==> src/rtl/subtrator8_serial.sv <==
// ============================================================================
//  Module      : subtrator8_serial
//  Description : Bit-serial N-bit subtractor D = A - B, one bit per clock,
//                borrow-out in D[N]. Optional flags: SUBTRATOR8_FLAGS_EN.
//  Revision    : 1.0 - initial release
// ============================================================================
`timescale 1ns/1ps
`default_nettype none

module subtrator8_serial #(
    parameter int N = 8
) (
    input  logic         clk,
    input  logic         rst_n,
    input  logic         inicio,
    input  logic [N-1:0] A,
    input  logic [N-1:0] B,
    output logic [N:0]   D,
    output logic         ocupado,
    output logic         pronto
`ifdef SUBTRATOR8_FLAGS_EN
    ,
    output logic         zero,
    output logic         neg,
    output logic         ovf
`endif
);

    localparam int              c_cnt_w   = $clog2(N);
    localparam logic [c_cnt_w-1:0] c_last = c_cnt_w'(N - 1);
    localparam logic [c_cnt_w-1:0] c_one  = c_cnt_w'(1);

    typedef enum logic [0:0] {
        OCIOSO     = 1'b0,
        SUBTRAINDO = 1'b1
    } state_t;

    state_t               r_state;
    logic [N-1:0]         r_a;
    logic [N-1:0]         r_b;
    logic [N-1:0]         r_res;
    logic                 r_bw;
    logic [c_cnt_w-1:0]   r_cnt;

    logic                 w_a;
    logic                 w_b;
    logic                 w_d;
    logic                 w_bw_next;
    logic [N-1:0]         w_res_final;
    logic                 w_last;

    // One full-subtractor cell shared across all bit positions.
    assign w_a         = r_a[0];
    assign w_b         = r_b[0];
    assign w_d         = w_a ^ w_b ^ r_bw;
    assign w_bw_next   = (~w_a & w_b) | (~(w_a ^ w_b) & r_bw);
    assign w_res_final = {w_d, r_res[N-1:1]};
    assign w_last      = (r_cnt == c_last);

`ifdef SUBTRATOR8_FLAGS_EN
    // Operand sign bits are kept aside because r_a/r_b are shifted away.
    logic r_a_msb;
    logic r_b_msb;
`endif

    always_ff @(posedge clk or negedge rst_n) begin
        if (!rst_n) begin
            r_state <= OCIOSO;
            r_a     <= '0;
            r_b     <= '0;
            r_res   <= '0;
            r_bw    <= 1'b0;
            r_cnt   <= '0;
            D       <= '0;
            ocupado <= 1'b0;
            pronto  <= 1'b0;
`ifdef SUBTRATOR8_FLAGS_EN
            r_a_msb <= 1'b0;
            r_b_msb <= 1'b0;
            zero    <= 1'b0;
            neg     <= 1'b0;
            ovf     <= 1'b0;
`endif
        end else begin
            pronto <= 1'b0;
            case (r_state)
                OCIOSO: begin
                    if (inicio) begin
                        r_a     <= A;
                        r_b     <= B;
                        r_bw    <= 1'b0;
                        r_cnt   <= '0;
                        ocupado <= 1'b1;
                        r_state <= SUBTRAINDO;
`ifdef SUBTRATOR8_FLAGS_EN
                        r_a_msb <= A[N-1];
                        r_b_msb <= B[N-1];
`endif
                    end
                end
                SUBTRAINDO: begin
                    r_a   <= {1'b0, r_a[N-1:1]};
                    r_b   <= {1'b0, r_b[N-1:1]};
                    r_res <= w_res_final;
                    r_bw  <= w_bw_next;
                    r_cnt <= r_cnt + c_one;
                    if (w_last) begin
                        D       <= {w_bw_next, w_res_final};
                        pronto  <= 1'b1;
                        ocupado <= 1'b0;
                        r_state <= OCIOSO;
`ifdef SUBTRATOR8_FLAGS_EN
                        zero    <= (w_res_final == '0);
                        neg     <= w_d;
                        ovf     <= (r_a_msb ^ r_b_msb) & (r_a_msb ^ w_d);
`endif
                    end
                end
                default: r_state <= OCIOSO;
            endcase
        end
    end

endmodule

`default_nettype wire
==> config.mk <==
export PLATFORM = sky130hd
export DESIGN_NAME = subtrator8_serial
export DESIGN_NICKNAME = d
export VERILOG_FILES = /design/src/rtl/subtrator8_serial.sv
export SDC_FILE = /design/constraint.sdc
export NUM_CORES = 1
export LEC_CHECK = 0
export BUFFER_PORTS_ARGS = -buffer_cell sky130_fd_sc_hd__buf_2
export CAP_MARGIN = 40
export CORE_UTILIZATION = 54
export DETAILED_ROUTE_END_ITERATION = 8
export GPL_ROUTABILITY_DRIVEN = 0
export GPL_TIMING_DRIVEN = 0
export PLACE_DENSITY_LB_ADDON = 0.12
export SYNTH_ARGS = -nofsm -noshare
export SYNTH_HDL_FRONTEND = slang
export SYNTH_SLANG_ARGS = --single-unit
export TNS_END_PERCENT = 20
==> constraint.sdc <==
create_clock -name clk -period 1.7 [get_ports clk]
set_input_delay 0.51 -clock clk [delete_from_list [all_inputs] [get_ports clk]]
set_output_delay 0.51 -clock clk [all_outputs]
set_load 0.005 [all_outputs]
==> Yosys cells after proc, flatten, opt, wreduce, memory -nomap -nowiden <==
Index checks and enable logic that the tools add are counted.
{ "totals": {"ff_bits": 40, "inputBits": 19, "output_inout_bits": 11, "wordCells": 39} }
{ "op_classes": {"n_addsub": 1, "eq_ne": 3, "muxes": 16, "bitwise_logic": 8, "n_reduce_logical": 2} }
{ "op_table": {"columns": ["op", "count"], "rows": [
  ["case mux 8 bit (2 select lines)", 2],
  ["two-way mux 8 bit", 2],
  ["two-way mux 1 bit", 7],
  ["case mux 1 bit (2 select lines)", 3],
  ["case mux 3 bit (2 select lines)", 1],
  ["AND reduction 2 bit", 2],
  ["adder 3 x 1 -> 3 bit (second input constant)", 1],
  ["== test 3 bit (second input constant)", 1],
  ["two-way mux 3 bit", 1],
  ["inverter 1 bit", 3],
  ["bitwise AND 1 bit", 2],
  ["!= test 2 x 1 -> 1 bit (second input constant)", 1],
  ["!= test 2 bit (second input constant)", 1],
  ["XOR 1 bit", 2],
  ["bitwise OR 1 bit", 1]
]} }

==> Logic depth before layout (Yosys ltp) <==
{ "depth": {"ltp_word": 5, "depth_mapped": 4, "ltp_nobuf": 4} }

==> Least setup slack after synthesis <==
OpenSTA, ideal clock, no wires.
{ "synth_timing": {"kind": "register -> register", "startpoint": "register r_cnt[0]", "endpoint": "register D[0]", "setup_time_ns": 0.125, "arrival_ns": 1.266, "required_time_ns": 1.575, "path_slack_ns": 0.309, "path_stages_with_launch": 5, "n_path_buf": 0, "synth_period_minus_slack_ns": 1.391, "path_cell_list": "dfrtp_1 -> ha_1 -> ha_1 -> nand2_8 -> mux2_4"} }
{ "synth_via": {"elab_chain_len": 2} }
{ "synth_rtl": {"columns": ["element", "line", "text"], "rows": [
  ["start, declared", "43", "logic [c_cnt_w-1:0] r_cnt;"],
  ["start signal, assigned", "106", "r_cnt <= r_cnt + c_one;"],
  ["== test 3 bit", "58", "assign w_last = (r_cnt == c_last);"],
  ["AND reduction 2 bit (no line)", null, null],
  ["end signal, assigned", "108", "D <= {w_bw_next, w_res_final};"],
  ["end, declared", "18", "output logic [N:0] D,"]
]} }
Every way passes these cells.
A chain may end at the register's enable or synchronous reset.

==> Worst setup path in the final report <==
Ends and elaborated chain as after synthesis.

==> impl_metrics.ini <==
[setup_path]
worstRegToRegCells = 4
critPathKind = reg -> reg
crit_chain = ha_1, ha_1, nand2_8, mux2_4
required_ps = 1920
path_common_cell = ha_1
cp-start-kind = flip-flop
slowest_delay_ps = 420
cp_max_fo = 10
path_buf_inv = 0
crit_arrival_ps = 1710
crit_path_end_kind = flip-flop
cp.depth = 4
slowest_stage = dfrtp_1
cpLargestDelayFamily = adder cells

[routing]
route.met2.wl_um = 1310
met3_wirelength_um = 145
dr.pass1.iters = 3
via_per_inst = 5.00
vias = 1044
antenna_left = 0
drc = 0
routed_wl_um = 2750
m1WireLength_um = 1270
drt-initial-drc-count = 44
dr.max_layer_used = met4
detail_route.wl_per_cell_um = 13.2

[power]
power.density_mw_per_mm2 = 1720
peakVddDrop_mv = 0.920
power_leakage_nw = 1.06

[synth]
ys_ff_latch = 39
synth_area_sq_mm = 0.00172
synthCells = 128
avgSynthCellArea_sq_um = 13.5
synth.distinct_cells = 17
synth_nets = 151
yosysWarningCount = 0
yosysSeqAreaShare_pct = 56.7

[outcome]
status = complete, no violations

[clock_tree]
clk_pin_slew_ps = 100
numClockSinks = 39
numCtsBuffers = 5
cts_root_buf = clkbuf_4
clk_latency_ps = 330
tritoncts = yes
cts.htree.levels = 2
cts.path.max_buffers = 2
post_cts_buffers = 0
cts_hold_buf = 0
cts_resized = 0

[final_layout]
fillers = 227
synthToLayoutAreaGrowth_pct = 16.5
layout_common_cells = 39 x dfrtp_1, 30 x buf_2, 18 x mux2i_1
antenna_cells = 0
nets = 187
fin_area_sq_mm = 0.00201
drive_above_1_share_pct = 36.4
multiInputGateArea_sq_um = 663
seq_area_sq_um = 976
mostFrequentLayoutCell = dfrtp_1

[die]
initial_utilization_pct = 56.9
boundaryPins = 30
die_height_um = 58.5
die_w_um = 58.5
die-area_sq_mm = 0.00342
coreArea_sq_mm = 0.00303
placementRows = 20

[timing]
slew_viol_final = 0
fin_skew_ps = 7.28
max_clock_freq_mhz = 670
finalCriticalPeriod_ps = 1490
rsz0062_at_grt = false
setup_violations = 0
max_slew.worst_pin.slew_ps = 316
setup_tns_ps = 0
final-hold-violation-count = 0
min_period_over_period_pct = 87.9
maxSlewHeadroom_pct = 79.0

[place]
dpl_cell_area_sq_mm = 0.00194
portBuffers = 28
dp_hpwl_um = 1960

[grt]
grt_antenna_before_repair = 0
grt_max_degree = 29
grt_remaining_overflow = 0
grt_pass1_wl_um = 4660
grt_pass1_vias = 1067
grt_usage_pct = 18.7

[min_path]
hold_path.class = in -> async

[job]
maxCapViolCount = 0
==> cell usage after synthesis (all sizes together) <==
| cell | instances | area, sq um |
|---|---|---|
| inv | 6 | 22.5 |
| nor2 | 4 | 15.0 |
| buf | 6 | 55.1 |
| fa | 1 | 20.0 |
| mux2i | 18 | 180 |
| mux2 | 16 | 229 |
| nand2b | 1 | 6.26 |
| nand2 | 15 | 72.6 |
| o21ai | 14 | 70.1 |
| o22ai | 1 | 6.26 |
| dfrtp | 39 | 976 |
| clkbuf | 1 | 5.00 |
| a22o | 3 | 26.3 |
| ha | 3 | 37.5 |
==> final cells by class <==
cell class / instances / share of cell area, %
Tap cell: 44 / 2.74
Inverter: 6 / 1.12
Timing Repair Buffer: 29 / 7.99
Sequential cell: 39 / 48.7
Multi-Input combinational cell: 76 / 33.1
Clock buffer: 8 / 3.43
Buffer: 7 / 2.99
==> registers in the layout, summed over array words and instances (netlist names) <==
signal and count:
D 9, pronto 1, r_res 7, r_cnt 3
r_b 8, ocupado 1, r_bw 1, r_state 1
r_a 8
==> kinds of logic (layout without fill, tap and decap cells) <==
kind of cell | count (synthesis) | after routing | synth area share [%]
AO/OA/AOI/OAI | 18 | 18 | 5.96
adder cells (fa/ha/maj) | 4 | 4 | 3.34
buffers and inverters | 13 | 50 | 4.80
flip-flops | 39 | 39 | 56.7
multiplexers | 34 | 34 | 23.8
AND/OR/NAND/NOR | 20 | 20 | 5.45
==> worst paths after layout <==
kind | slack, ps | endpoint | start
max | 210 | D[0] | r_cnt[0]
min | 50 | D[6] | rst_n
max reg2reg | 210 | D[0] | r_cnt[0]
min reg2reg | 500 | r_a[0] | r_a[1]
max in group asynchronous | 1200 | r_res[1] | rst_n
min in group clk | 420 | r_a[7] | A[7]
==> per-layer routing <==
| metal | up-vias | GRT usage, % |
|---|---|---|
| met5 | - | 0 |
| met4 | 0 | 6.12 |
| met3 | 4 | 7.25 |
| met2 | 26 | 31.2 |
| met1 | 507 | 22.4 |
| li1 | 507 | - |
==> power breakdown <==
part           leakage [nW]  switching [mW]  internal [mW]
combinational         0.529           0.569          0.795
clock                0.0386           0.270          0.243
sequential            0.490           0.239           1.34
==> per-stage QoR <==
stage | utilization [%] | total power, mW | worst slack (ps) | hold WS, ps | cells
floorplan | - | 2.60 | 309 | 214 | 128
global placement | 63.3 | 2.92 | 254 | 463 | 200
detailed placement | 64.0 | 2.99 | 223 | 418 | 201
CTS | 66.2 | 3.51 | 195 | 42.6 | 209
global route | 66.2 | 3.73 | 147 | 33.7 | 209
finish | 66.2 | 3.46 | 206 | 50.9 | 209
==> worst reg2reg max path: cells and delay by family, from the launching register on <==
kind,cells,cell delay (ps)
mux,1,310
simple gates,1,160
fa+ha+maj,2,490
flops,1,420
No activity file was read; power rests on OpenSTA's default activity.
